==> config.mk <==
export PLATFORM = sky130hd
export DESIGN_NAME = mem_arbiter
export DESIGN_NICKNAME = d
export VERILOG_FILES = /design/src/rtl/mem_arb_pkg.sv /design/src/rtl/mem_arb_pick.sv /design/src/rtl/mem_arbiter.sv
export SDC_FILE = /design/constraint.sdc
export NUM_CORES = 1
export LEC_CHECK = 0
export ABC_AREA = 1
export BUFFER_PORTS_ARGS = -buffer_cell sky130_fd_sc_hd__buf_2
export CELL_PAD_IN_SITES_DETAIL_PLACEMENT = 1
export CELL_PAD_IN_SITES_GLOBAL_PLACEMENT = 2
export CORE_MARGIN = 4
export CORE_UTILIZATION = 24
export CTS_BUF_LIST = sky130_fd_sc_hd__clkbuf_2
export CTS_CLUSTER_DIAMETER = 150
export CTS_CLUSTER_SIZE = 28
export DETAILED_ROUTE_END_ITERATION = 7
export PLACE_DENSITY_LB_ADDON = 0.1
export SLEW_MARGIN = 10
export SYNTH_ARGS = -nofsm -noshare
export SYNTH_HDL_FRONTEND = slang
export SYNTH_SLANG_ARGS = --single-unit
==> constraint.sdc <==
create_clock -name clk -period 2.7 [get_ports clk]
set_input_delay 0.54 -clock clk [delete_from_list [all_inputs] [get_ports clk]]
set_output_delay 0.54 -clock clk [all_outputs]
set_load 0.01 [all_outputs]
==> src/rtl/mem_arb_pkg.sv <==
// Shared types and helpers for the two-requester memory arbiter.
// Owner/state encodings plus the default-configuration request layout.
package mem_arb_pkg;

   typedef enum logic {
      OWN_IF = 1'b0,
      OWN_LS = 1'b1
   } owner_e;

   typedef enum logic [1:0] {
      S_IDLE = 2'd0,
      S_BUSY = 2'd1,
      S_ERR  = 2'd2
   } state_e;

   // Address width for a given word count; never below one bit.
   function automatic int addr_bits(input int depth);
      return (depth > 1) ? $clog2(depth) : 1;
   endfunction

   localparam int DEF_DEPTH  = 16;
   localparam int DEF_WIDTH  = 32;
   localparam int DEF_ADDR_W = addr_bits(DEF_DEPTH);

   typedef struct packed {
      logic                  we;
      logic [DEF_ADDR_W-1:0] addr;
      logic [DEF_WIDTH-1:0]  wdata;
   } arb_req_t;

endpackage

==> src/rtl/mem_arb_pick.sv <==
// Winner select between IF and LS with a saturating starvation counter
// that hands IF the next arbitration after STARVE_LIMIT LS wins.
module mem_arb_pick
   import mem_arb_pkg::*;
#(
   parameter  int STARVE_LIMIT = 4,
   localparam int CNT_W        = $clog2(STARVE_LIMIT + 1)
) (
   input  logic clk,
   input  logic rst,
   input  logic arb_en_i,
   input  logic if_valid_i,
   input  logic ls_valid_i,
   input  logic if_block_i,
   output logic if_grant_o,
   output logic ls_grant_o
);

   localparam logic [CNT_W-1:0] LIMIT = CNT_W'(STARVE_LIMIT);

   logic [CNT_W-1:0] cnt_q, cnt_d;
   logic             starved;
   owner_e           winner;

   always_comb begin
      starved    = if_valid_i && (cnt_q == LIMIT);
      winner     = (if_valid_i && (!ls_valid_i || starved)) ? OWN_IF : OWN_LS;
      // A flushed IF winner blocks the whole slot; LS does not fall through.
      if_grant_o = arb_en_i && if_valid_i && (winner == OWN_IF) && !if_block_i;
      ls_grant_o = arb_en_i && ls_valid_i && (winner == OWN_LS);
      cnt_d      = cnt_q;
      if (!if_valid_i || if_grant_o) begin
         cnt_d = '0;
      end else if (ls_grant_o && (cnt_q != LIMIT)) begin
         cnt_d = cnt_q + 1'b1;
      end
   end

   always_ff @(posedge clk) begin
      if (rst) begin
         cnt_q <= '0;
      end else begin
         cnt_q <= cnt_d;
      end
   end

endmodule

==> src/rtl/mem_arbiter.sv <==
// Shares one mem_ctrl port between instruction fetch and load/store,
// holding the access stable until mem_ready and routing the response back.
module mem_arbiter
   import mem_arb_pkg::*;
#(
   parameter  int DEPTH        = 16,
   parameter  int WIDTH        = 32,
   parameter  int STARVE_LIMIT = 4,
   localparam int ADDR_W       = addr_bits(DEPTH)
) (
   input  logic              clk,
   input  logic              rst,
   input  logic              if_req_valid,
   input  logic [ADDR_W-1:0] if_req_addr,
   output logic              if_req_ready,
   input  logic              if_flush,
   output logic              if_resp_valid,
   output logic [WIDTH-1:0]  if_resp_data,
   output logic              if_resp_err,
   input  logic              ls_req_valid,
   input  logic              ls_req_we,
   input  logic [ADDR_W-1:0] ls_req_addr,
   input  logic [WIDTH-1:0]  ls_req_wdata,
   output logic              ls_req_ready,
   output logic              ls_resp_valid,
   output logic [WIDTH-1:0]  ls_resp_data,
   output logic              ls_resp_err,
   output logic              mem_write_enable,
   output logic              mem_read_enable,
   output logic [ADDR_W-1:0] mem_write_addr,
   output logic [ADDR_W-1:0] mem_read_addr,
   output logic [WIDTH-1:0]  mem_write_data,
   input  logic              mem_ready,
   input  logic [WIDTH-1:0]  mem_read_data
);

   typedef struct packed {
      logic              we;
      logic [ADDR_W-1:0] addr;
      logic [WIDTH-1:0]  wdata;
   } req_t;

   localparam logic [ADDR_W:0] DEPTH_V = (ADDR_W + 1)'(DEPTH);

   state_e           state_q, state_d;
   owner_e           owner_q, owner_d;
   req_t             req_q, req_d;
   logic             flush_pend_q, flush_pend_d;
   logic             if_resp_valid_q, if_resp_valid_d;
   logic             if_resp_err_q, if_resp_err_d;
   logic [WIDTH-1:0] if_resp_data_q, if_resp_data_d;
   logic             ls_resp_valid_q, ls_resp_valid_d;
   logic             ls_resp_err_q, ls_resp_err_d;
   logic [WIDTH-1:0] ls_resp_data_q, ls_resp_data_d;
   logic             arb_en, if_grant, ls_grant;
   logic             busy_rd, busy_wr;
   logic             if_drop;

   // Ready is combinational from state, so it must also be masked by rst.
   assign arb_en = (state_q == S_IDLE) && !rst;

   mem_arb_pick #(
      .STARVE_LIMIT(STARVE_LIMIT)
   ) u_pick (
      .clk       (clk),
      .rst       (rst),
      .arb_en_i  (arb_en),
      .if_valid_i(if_req_valid),
      .ls_valid_i(ls_req_valid),
      .if_block_i(if_flush),
      .if_grant_o(if_grant),
      .ls_grant_o(ls_grant)
   );

   assign if_req_ready = if_grant;
   assign ls_req_ready = ls_grant;

   // A flush arriving in the completion cycle still drops the response.
   assign if_drop = flush_pend_q || if_flush;

   always_comb begin
      state_d         = state_q;
      owner_d         = owner_q;
      req_d           = req_q;
      flush_pend_d    = flush_pend_q;
      if_resp_valid_d = 1'b0;
      if_resp_err_d   = 1'b0;
      if_resp_data_d  = '0;
      ls_resp_valid_d = 1'b0;
      ls_resp_err_d   = 1'b0;
      ls_resp_data_d  = '0;
      case (state_q)
         S_IDLE: begin
            flush_pend_d = 1'b0;
            if (if_grant) begin
               owner_d    = OWN_IF;
               req_d.we    = 1'b0;
               req_d.addr  = if_req_addr;
               req_d.wdata = '0;
               state_d     = ({1'b0, if_req_addr} >= DEPTH_V) ? S_ERR : S_BUSY;
            end else if (ls_grant) begin
               owner_d     = OWN_LS;
               req_d.we    = ls_req_we;
               req_d.addr  = ls_req_addr;
               req_d.wdata = ls_req_wdata;
               state_d     = ({1'b0, ls_req_addr} >= DEPTH_V) ? S_ERR : S_BUSY;
            end
         end
         S_BUSY: begin
            if (mem_ready) begin
               state_d      = S_IDLE;
               flush_pend_d = 1'b0;
               if (owner_q == OWN_IF) begin
                  if_resp_valid_d = !if_drop;
                  if_resp_data_d  = if_drop ? '0 : mem_read_data;
               end else begin
                  ls_resp_valid_d = 1'b1;
                  ls_resp_data_d  = req_q.we ? '0 : mem_read_data;
               end
            end else if ((owner_q == OWN_IF) && if_flush) begin
               flush_pend_d = 1'b1;
            end
         end
         S_ERR: begin
            state_d = S_IDLE;
            if (owner_q == OWN_IF) begin
               if_resp_valid_d = 1'b1;
               if_resp_err_d   = 1'b1;
            end else begin
               ls_resp_valid_d = 1'b1;
               ls_resp_err_d   = 1'b1;
            end
         end
         default: begin
            state_d = S_IDLE;
         end
      endcase
   end

   always_ff @(posedge clk) begin
      if (rst) begin
         state_q         <= S_IDLE;
         owner_q         <= OWN_IF;
         req_q           <= '0;
         flush_pend_q    <= 1'b0;
         if_resp_valid_q <= 1'b0;
         if_resp_err_q   <= 1'b0;
         if_resp_data_q  <= '0;
         ls_resp_valid_q <= 1'b0;
         ls_resp_err_q   <= 1'b0;
         ls_resp_data_q  <= '0;
      end else begin
         state_q         <= state_d;
         owner_q         <= owner_d;
         req_q           <= req_d;
         flush_pend_q    <= flush_pend_d;
         if_resp_valid_q <= if_resp_valid_d;
         if_resp_err_q   <= if_resp_err_d;
         if_resp_data_q  <= if_resp_data_d;
         ls_resp_valid_q <= ls_resp_valid_d;
         ls_resp_err_q   <= ls_resp_err_d;
         ls_resp_data_q  <= ls_resp_data_d;
      end
   end

   // Access signals come straight from the held request, so they cannot
   // change while mem_ctrl is still working on them.
   assign busy_rd          = (state_q == S_BUSY) && !req_q.we;
   assign busy_wr          = (state_q == S_BUSY) && req_q.we;
   assign mem_read_enable  = busy_rd;
   assign mem_write_enable = busy_wr;
   assign mem_read_addr    = busy_rd ? req_q.addr : '0;
   assign mem_write_addr   = busy_wr ? req_q.addr : '0;
   assign mem_write_data   = busy_wr ? req_q.wdata : '0;

   assign if_resp_valid = if_resp_valid_q;
   assign if_resp_err   = if_resp_err_q;
   assign if_resp_data  = if_resp_data_q;
   assign ls_resp_valid = ls_resp_valid_q;
   assign ls_resp_err   = ls_resp_err_q;
   assign ls_resp_data  = ls_resp_data_q;

endmodule

==> summary.txt <==
Drt wl/cell -> 14.0 um
Sequential share of the synthesized area -> 53.3%
Mean Syn Cell Area -> 8.32 sq um
Peak VDD IR -> 0.210 mV
Hold path depth -> 3
Multi-input gate area -> 0.00139 sq mm
Largest net degree at the start of global routing -> 38
FF+latch count, synth -> 109
Max Fclk -> 0.408 GHz
HP Class -> primary input to flip-flop
First-pass GRT wire length -> 20300 um
Clk_lat worst skew -> 0.60 ns
Full die area -> 0.0192 sq mm
Initial antenna violation count -> 1
Least-Margin Pin Slew -> 0.544 ns
Yosys cell types -> 27
Mapped Cells -> 492
Proportion of layout cells with a drive suffix above 1 -> 39.1%
Setup violations, final -> 0
Hold Crit Start -> mem_read_data[14]
Vias post-DR -> 3604
Leakage -> 2.63 nW
Outcome -> finished, final reports clean
Residual DRC count -> 0
Clk sinks -> 109
DIE WIDTH -> 139 um
Area delta synth->final -> 29.5%
Slew margin rel. -> 63.4%
Worst hold endpoint -> ls_resp_data[14]$_SDFF_PP0_
Final hold vios -> 0
CTS tree -> done
Total GRT Usage -> 13.2%
CP Data Arrival Time -> 1.91 ns
Drt total wl -> 12600 um
Starting Density -> 24.6%
Hpwl dp -> 9400 um
Register area -> 0.00218 sq mm
Family with the most delay on the worst path -> flip-flops
FF-to-FF Start -> u_pick.cnt_q[0]$_SDFFE_PP0P_
Crit-path slowest cell -> dfxtp_1
DR pass1 iterations -> 4
Crit. End Element -> primary output
Num CTS Buffers -> 9
Worst-path maximum fanout -> 10
Layout fillers -> 2055
GRT overflow -> 0
I/O pin cnt -> 191
Initial DRC count -> 120
Worst path cell trace -> inv_1, ha_1, nand2_2, nand2_2, nand2_4, nand2_4, inv_4, buf_2
MaxCap Viol Count -> 0
Post-CTS setup buffers -> 0
Fin nets -> 755
Fin crit period -> 2.45 ns
Htree depth -> 3
R2R Path End -> req_q[35]$_SDFFE_PP0P_
Post-route clock period utilization -> 90.7%
RSZ-0062 raised after global routing -> no
P per Cell Area -> 513 mW/mm^2
Req. time, crit path -> 2.16 ns
Clock skew -> 0.0370 ns
Crit start category -> flip-flop
CP startpoint -> u_pick.cnt_q[0]$_SDFFE_PP0P_
Overall die height -> 139 um
Post-synthesis async set-or-reset flop share -> 0%
Final TNS setup -> 0 ns
Vias per cell -> 4.00
Port bufs -> 188
Critical setup path kind -> flip-flop to primary output
Clock Root Buffer -> clkbuf_2
Reg clk slew, reported paths -> 0.31 ns
Final antenna-violating net count -> 0
Slowest stage delay, CP -> 0.44 ns
R2R depth -> 9
Max-slew violations -> 0
Mapped cell area -> 0.00409 sq mm
Ys flop type -> dfxtp_1
Vias in the first global route -> 3829
Synth warnings -> 0
Post-synth EDFFs -> 0
Core Util, Final -> 31.8%
Worst reg-to-reg setup slack -> 0.75 ns
CP Buf/Inv Count -> 3
Standard-cell rows -> 47
CTS Buffer Depth -> 2
Routability cong. -> 0.704
Core Area -> 0.0166 sq mm
worst max-delay path by stage:
stage	end	slack (ns)	cells past startpoint
2_1_floorplan	ls_req_ready	1.06	6
3_3_place_gp	ls_resp_data[25]$_SDFF_PP0_	0.69	8
3_5_place_dp	ls_resp_data[13]$_SDFF_PP0_	0.64	8
4_1_cts	mem_write_data[16]	0.15	4
5_1_grt	mem_write_data[16]	0.01	4
6_report	ls_req_ready	0.25	8
per-layer routing:
layer | vias up | track usage, % | routed length [um]
met5 | - | 0 | 0
met4 | 0 | 2.65 | 106
met3 | 8 | 4.48 | 689
met2 | 88 | 23.9 | 6620
met1 | 1683 | 15.1 | 5150
li1 | 1825 | - | -
where the power goes:
part	internal, mW	switching (mW)	total (mW)	leakage (nW)
sequential	1.65	0.0209	1.68	0.882
combinational	0.105	0.162	0.267	1.68
clock	0.221	0.556	0.777	0.0719
state kept, by name, summed over array words and instances (netlist names):
signal / cells
flush_pend_q: 1
ls_resp_data: 32
if_resp_data: 32
state_q: 1
ls_resp_valid: 1
owner_q: 1
if_resp_valid: 1
req_q: 37
u_pick.cnt_q: 3
synth_stat cells (4+ instances only):
| library cell | number | area (sq um) |
|---|---|---|
| a21oi_1 | 18 | 90.1 |
| a21oi_2 | 20 | 175 |
| buf_2 | 9 | 45.0 |
| buf_4 | 5 | 37.5 |
| clkbuf_1 | 6 | 22.5 |
| dfxtp_1 | 109 | 2180 |
| inv_1 | 83 | 312 |
| nand2_1 | 51 | 191 |
| nand3_1 | 21 | 105 |
| nand3_2 | 21 | 210 |
| nor2_1 | 117 | 439 |
| o21bai_1 | 4 | 30.0 |
worst min-delay path, cell delays in order:
cell and delay, ns:
buf_2 0.09, inv_1 0.06, nor2_1 0.04
layout make-up:
type                            instances  area share, %
Tap cell                              220           5.19
Clock buffer                            9          0.850
Timing Repair Buffer                  196           18.9
Inverter                               87           6.21
Antenna cell                            2         0.0944
Multi-Input combinational cell        271           26.2
Sequential cell                       109           41.2
Clock inverter                          6           1.35
repair_timing:
action	in CTS	in global routing
endpoints found under the hold margin	0	1
hold buffers	0	1
setup endpoints to repair	1	0
resized for setup	1	0
logic make-up (layout without fill, tap and decap cells):
logic type	after synthesis	count (layout)	share of synthesized area (%)
adder cells (fa/ha/maj)	2	2	0.612
AO/OA/AOI/OAI	44	44	7.61
flip-flops	109	109	53.3
other	1	4	0.0917
AND/OR/NAND/NOR	222	222	25.3
XOR/XNOR	1	1	0.214
buffers and inverters	113	298	12.9
through the flow:
stage,instance area (sq um),worst slack [ns],instances,power [mW],hold slack (ns)
after floorplan,4100,1.06,493,1.87,0.450
after global placement,5170,0.693,882,1.97,0.462
after detailed placement,5170,0.638,882,1.98,0.468
after CTS,5290,0.154,897,2.78,0.0110
after global routing,5300,0.0141,900,2.88,0.0120
final,5300,0.250,900,2.72,0.128
layout by cell type, fill, tap and decap left out, drive strengths merged:
cell	n
nand2	57
dfxtp	109
buf	195
nand4	1
dlygate4sd3	1
a21oi	38
clkbuf	9
xor2	1
clkinv	3
nor2	120
a21boi	1
ha	2
o21ai	1
nor3	2
inv	89
bufinv	1
diode	2
conb	2
nand3	42
o21bai	4
Power figures use the tool's default switching activity.
